File: src/rtl/bp_gindex.sv
`default_nettype none
// ============================================================================
// Module   : bp_gindex
// Function : global-history branch direction predictor (global/gselect/gshare)
// Revision : 1.0
// ============================================================================
module bp_gindex #(
  parameter int BP_GLOBAL  = 0,
  parameter int BP_GSELECT = 1,
  parameter int BP_GSHARE  = 2,
  parameter int MODE       = BP_GSHARE,
  parameter int PC_BITS    = 5,
  parameter int GR_BITS    = 9,
  parameter int CNT_BITS   = 2
) (
  input  logic               clk,
  input  logic               rst,
  input  logic [31:0]        pc_dec,
  input  logic               spec_enter,
  input  logic               spec_resolve,
  input  logic               spec_wrong,
  input  logic               br_res,
  output logic               pred,
  output logic [GR_BITS-1:0] ghr,
  output logic [31:0]        cnt_br,
  output logic [31:0]        cnt_mispred
);

  localparam int IDX_BITS = (MODE == BP_GLOBAL)  ? GR_BITS :
                            (MODE == BP_GSELECT) ? PC_BITS + GR_BITS :
                            ((PC_BITS > GR_BITS) ? PC_BITS : GR_BITS);
  localparam int c_pht_depth = 1 << IDX_BITS;
  localparam logic [CNT_BITS-1:0] c_cnt_max  = {CNT_BITS{1'b1}};
  localparam logic [CNT_BITS-1:0] c_cnt_init = CNT_BITS'((2 ** (CNT_BITS - 1)) - 1);

  if (MODE != BP_GLOBAL && MODE != BP_GSELECT && MODE != BP_GSHARE) begin : g_bad_mode
    $error("bp_gindex: MODE must be BP_GLOBAL, BP_GSELECT or BP_GSHARE");
  end
  if (GR_BITS < 1) begin : g_bad_gr
    $error("bp_gindex: GR_BITS must be >= 1");
  end
  if (CNT_BITS < 1 || CNT_BITS > 4) begin : g_bad_cnt
    $error("bp_gindex: CNT_BITS must be in 1..4");
  end

  logic [CNT_BITS-1:0] r_pht [c_pht_depth];
  logic [GR_BITS-1:0]  r_ghr;
  logic [IDX_BITS-1:0] r_idx_exe;
  logic [31:0]         r_cnt_br;
  logic [31:0]         r_cnt_mispred;

  logic [PC_BITS-1:0]  w_pcb;
  logic [IDX_BITS-1:0] w_idx;
  logic [GR_BITS-1:0]  w_ghr_next;
  logic                w_unused_pc;

  assign w_pcb       = pc_dec[PC_BITS+1:2];
  assign w_unused_pc = &{1'b0, pc_dec[31:PC_BITS+2], pc_dec[1:0]};

  if (MODE == BP_GLOBAL) begin : g_global
    logic w_unused_pcb;
    assign w_unused_pcb = ^w_pcb;
    assign w_idx        = r_ghr;
  end else if (MODE == BP_GSELECT) begin : g_gselect
    assign w_idx = {w_pcb, r_ghr};
  end else begin : g_gshare
    // Narrower operand is zero-extended before the XOR fold.
    assign w_idx = IDX_BITS'(w_pcb) ^ IDX_BITS'(r_ghr);
  end

  if (GR_BITS == 1) begin : g_ghr_one
    assign w_ghr_next = br_res;
  end else begin : g_ghr_wide
    assign w_ghr_next = {r_ghr[GR_BITS-2:0], br_res};
  end

  // Prediction reads the pre-update entry; no same-cycle bypass.
  assign pred        = r_pht[w_idx][CNT_BITS-1];
  assign ghr         = r_ghr;
  assign cnt_br      = r_cnt_br;
  assign cnt_mispred = r_cnt_mispred;

  always_ff @(posedge clk or posedge rst) begin
    if (rst) begin
      for (int i = 0; i < c_pht_depth; i++) begin
        r_pht[i] <= c_cnt_init;
      end
    end else if (spec_resolve) begin
      if (br_res) begin
        if (r_pht[r_idx_exe] != c_cnt_max) begin
          r_pht[r_idx_exe] <= r_pht[r_idx_exe] + CNT_BITS'(1);
        end
      end else begin
        if (r_pht[r_idx_exe] != '0) begin
          r_pht[r_idx_exe] <= r_pht[r_idx_exe] - CNT_BITS'(1);
        end
      end
    end
  end

  always_ff @(posedge clk or posedge rst) begin
    if (rst) begin
      r_ghr         <= '0;
      r_idx_exe     <= '0;
      r_cnt_br      <= '0;
      r_cnt_mispred <= '0;
    end else begin
      if (spec_enter) begin
        r_idx_exe <= w_idx;
      end
      if (spec_resolve) begin
        r_ghr    <= w_ghr_next;
        r_cnt_br <= r_cnt_br + 32'd1;
        if (spec_wrong) begin
          r_cnt_mispred <= r_cnt_mispred + 32'd1;
        end
      end
    end
  end

endmodule
`default_nettype wire

File: config.mk
export PLATFORM = sky130hd
export DESIGN_NAME = bp_gindex
export DESIGN_NICKNAME = d
export VERILOG_FILES = /design/src/rtl/bp_gindex.sv
export SDC_FILE = /design/constraint.sdc
export NUM_CORES = 2
export LEC_CHECK = 0
export ABC_CLOCK_PERIOD_IN_PS = 56000
export CORE_MARGIN = 5
export CORE_UTILIZATION = 45
export CTS_BUF_LIST = sky130_fd_sc_hd__clkbuf_8
export DETAILED_ROUTE_END_ITERATION = 6
export SETUP_SLACK_MARGIN = 0.3
export SYNTH_ARGS = -nofsm -noshare
export SYNTH_HDL_FRONTEND = slang
export SYNTH_SLANG_ARGS = --single-unit
File: constraint.sdc
create_clock -name clk -period 56 [get_ports clk]
set_clock_uncertainty 0.1 [all_clocks]
set_input_delay 5.6 -clock clk [delete_from_list [all_inputs] [get_ports clk]]
set_output_delay 5.6 -clock clk [all_outputs]
set_load 0.1 [all_outputs]
### Word level (Yosys, flattened, before mapping)

Cells that the tools add are included.

| word-level totals | value |
|---|---|
| bits in registers | 1106 |
| output and inout port bits | 74 |
| word-level logic and storage cells | 546 |

| operators by class | value |
|---|---|
| equality and inequality tests | 2 |
| order comparisons | 3 |
| reduce and logical (&&, ||, !) cells | 5 |
| multiplexer cells | 13 |
| bitwise gates (word level) | 3 |
| add/sub/neg operators | 4 |

Operators with widths:

| kind | number |
|---|---|
| 1024-bit 2-to-1 mux | 3 |
| 1024-bit bitwise mux | 2 |
| 32-bit by 1-bit adder with 32-bit output (second input constant) | 2 |
| 2-bit binary-select mux with 9-bit select | 2 |
| 10-bit greater-or-equal comparator (second input constant) | 2 |
| 9-bit inverter with 10-bit output | 2 |
| 2-bit demux with 9-bit select | 1 |
| 10-bit by 1-bit less-than comparator with 1-bit output (second input constant) | 1 |
| 2-bit 2-to-1 mux | 5 |
| 5-bit by 9-bit XOR with 9-bit output | 1 |
| 2-bit nonzero test | 2 |
| 3-bit AND reduction | 1 |
| 2-bit by 1-bit adder with 2-bit output (second input constant) | 1 |
| 2-bit by 1-bit inequality test with 1-bit output (second input constant) | 1 |
| 2-bit inequality test (second input constant) | 1 |
| 2-bit AND reduction | 1 |
| 2-bit by 1-bit subtractor with 2-bit output (second input constant) | 1 |
| 1-bit logical AND | 1 |

### Depth between registers and ports, before layout

| logic depth | value |
|---|---|
| word-level depth | 8 |
| depth in mapped cells | 26 |

### Worst setup path after synthesis

OpenSTA, ideal clock, no wires.

| timing path | value |
|---|---|
| kind | input-to-output |
| start | input port pc_dec[3] |
| end | output port pred |
| stages on the path | 9 |
| slack | 41.656 ns |
| data arrival time | 8.644 ns |
| cell sequence | xor2_1 > buf_2 > buf_1 > buf_2 > mux4_2 > a22oi_1 > nand4_1 > nand4_1 > nand4_1 |

| on the way | value |
|---|---|
| longest elaborated chain between the ends | 5 |

RTL lines:

| element | line | source |
|---|---|---|
| start, declared | 18 | `input logic [31:0] pc_dec,` |
| 5-bit by 9-bit XOR with 9-bit output | 68 | `assign w_idx = IDX_BITS'(w_pcb) ^ IDX_BITS'(r_ghr);` |
| 9-bit inverter with 10-bit output (not written as such) | 78 | `assign pred = r_pht[w_idx][CNT_BITS-1];` |
| 2-bit binary-select mux with 9-bit select | 78 |  |
| 2-bit 2-to-1 mux (not written as such) (2 in a row) | 78 |  |
| end, declared | 23 | `output logic pred,` |

No other way between the ends. The select of a mux whose other input is x is not followed.

### Final worst setup path

Ends and elaborated chain as after synthesis.

==> metrics.yaml <==
final_antenna_net_count: 0
ff2ff_path_depth: 15
endpoint_kind: "primary output"
min_to: "cnt_br[31]"
synth_top_area_share_pct: 26.09
crit_type: "in -> out"
cts_tree: "done"
crit_fanout: 101
synth-adder-area-share_pct: 0.08784
synth_seq_cells: 1106
antenna_found_initial: 3
vias_per_cell: 6.342
hold_depth: 1
synth_top_family_by_area: "multiplexers"
wire_per_inst_microns: 28.45
synth_edf_count: 0
grt_max_degree: 130
powerDensity_nw_per_um2: 41.69
die_w_microns: 365.8
ys_warn_count: 0
rsz0062_at_grt: "no"
drtPass1Iterations: 6
pin_count: 112
clock_sinks: 1106
cts-buffers-inserted: 194
setup_tns_ns: 0
grt_overflow_total: 0
drive_above_1_share_pct: 40.24
gp_congestion: 0.8529
period_minus_slack_ns: 17.06
synth_simple_gate_area_share_pct: 8.173
hold_start: "cnt_br[31]"
timing.rr.end: "r_pht[199]"
hold_viol: 0
cp-start-kind: "primary input"
drv_slew: 0
io_buffers: 84
nets: 4704
first_global_vias: 40750
critPathRequiredTime_ns: 50.30
rows: 130
synth_compound_area_share_pct: 9.399
avgSynthCellArea_sq_um: 12.14
dr.first_iter.drc_count: 4600
clock_latency_ns: 0.93
r2r_slack_ns: 46.88
leakagePower_nw: 25.55
htreeDepth: 4
start_util_pct: 45.32
grt_pass1_wl_microns: 277500
post-route-period-util_pct: 30.46
dr_total_vias: 41140
hp-class: "reg -> reg"
multiInputGateArea_sq_um: 26960
die-height_microns: 365.8
setup_slack_ns: 38.94
place_hpwl_microns: 111100
vdd_ir_drop_max_uv: 50.25
yosysUniqueCellTypes: 66
routed_wl_microns: 184500
register_area_sq_um: 28330
netlist_area_sq_um: 56980
drc: 0
path_clk_slew_ns: 0.06
setup_viol: 0
outcome: "completed"
max_cap_viol_count: 0
die_area_sq_um: 133800
area_growth_syn_to_layout_pct: 10.97
cts_hold_buf: 0
post_cts_resized: 0
max_slew_margin_pct: 16.88
cts_setup_buffers: 0
synth_flop_cell: "dfrtp_1"
track_usage_pct: 27.29
synth_fp_nets: 4735
fmax_mhz: 58.62
syn_inst: 4693
tightest_slew_ns: 1.243
layout_common_cells: "619 x mux2_2, 590 x dfrtp_1, 515 x nand2_1, 512 x dfstp_2, 346 x mux4_2"
yosysSeqAreaShare_pct: 49.70
clockBufferDepth: 3
post-place-ws_ns: 39.04
cts_root_buffer: "clkbuf_8"
synth-xor-area-share_pct: 1.137
yosys-top-cells-area: "dfrtp_1 26%, dfstp_2 24%, mux4_2 14%"
reg2reg_from: "r_idx_exe[0]"
fill_cells: 11070
worstPathArrival_ns: 11.36
synth_largest_area_cell: "dfrtp_1"
synthMuxAreaShare_pct: 27.97
layout_commonest_cell: "mux2_2"
coreArea_sq_um: 125700
async_flop_share_pct: 100.0
==> cells by family (layout without fill, tap and decap cells) <==
kind of cell | after synthesis | after routing
AO/OA/AOI/OAI | 891 | 891
XOR/XNOR | 74 | 74
adder cells (fa/ha/maj) | 4 | 4
buffers and inverters | 436 | 577
flip-flops | 1106 | 1106
multiplexers | 1076 | 1076
other | 0 | 3
AND/OR/NAND/NOR | 1106 | 1106
==> power breakdown <==
group	internal [W]	switching (W)	total, W
Combinational	0.000233	0.000626	0.000860
Sequential	0.000928	0.0000814	0.00101
Clock	0.000415	0.000351	0.000766
Total	0.00158	0.00106	0.00264
==> critical path, stage by stage <==
cell             delay [ns]
clkdlybuf4s50_1        0.69
xor2_4                 0.92
buf_12                 0.63
mux4_2                 0.44
a211oi_1               0.24
nand3_1                0.12
o311ai_0               0.75
nand4b_1               0.33
nand4_1                0.36
clkdlybuf4s50_1        1.08
==> through the flow <==
stage / cells / cell area (sq um) / power (W) / utilization (%) / hold WS (ns)
finish: 6487 / 63230 / 0.002636 / 50.29 / 0.3689
global route: 6485 / 63220 / 0.002734 / 50.28 / 0.3761
CTS: 6484 / 63220 / 0.002630 / 50.28 / 0.3688
detailed placement: 6116 / 59160 / 0.001861 / 47.05 / 0.3585
global placement: 6116 / 59160 / 0.001851 / 47.05 / 0.3566
floorplan: 4693 / 56980 / 0.001549 / - / 0.3610
==> synth_stat cells (all sizes together), types with 145 or more instances <==
cell and number:
clkbuf 255, buf 174, dfrtp 594, a31oi 162, o21ai 287, o31ai 145
a21oi 195, mux4 349, mux2 629, dfstp 512, nand2 523, nor2 336
==> worst max path at each step <==
stage,start,to,slack (ns)
2_1_floorplan,rst,cnt_br[0],20.01
3_3_place_gp,pc_dec[3],pred,39.08
3_5_place_dp,pc_dec[3],pred,39.04
4_1_cts,pc_dec[3],pred,39.03
5_1_grt,pc_dec[3],pred,38.88
6_report,pc_dec[3],pred,38.94
==> final cells by class <==
type,instances,share of cell area [%]
Sequential cell,1106,44.81
Multi-Input combinational cell,3151,42.63
Clock buffer,258,5.616
Tap cell,1650,3.265
Timing Repair Buffer,202,2.810
Clock inverter,110,0.7995
Inverter,7,0.05343
Antenna cell,3,0.01187
==> routing by layer <==
| layer | wire length (microns) | track usage [%] | share of wire (%) | vias up |
|---|---|---|---|---|
| li1 | - | - | - | 17390 |
| met1 | 76850 | 38.51 | 42 | 21460 |
| met2 | 84390 | 42.08 | 46 | 1914 |
| met3 | 16920 | 6.018 | 9.2 | 374 |
| met4 | 6366 | 9.186 | 3.4 | 2 |
| met5 | 7 | 0 | 0.0038 | - |
No activity file was read; power rests on OpenSTA's default activity.
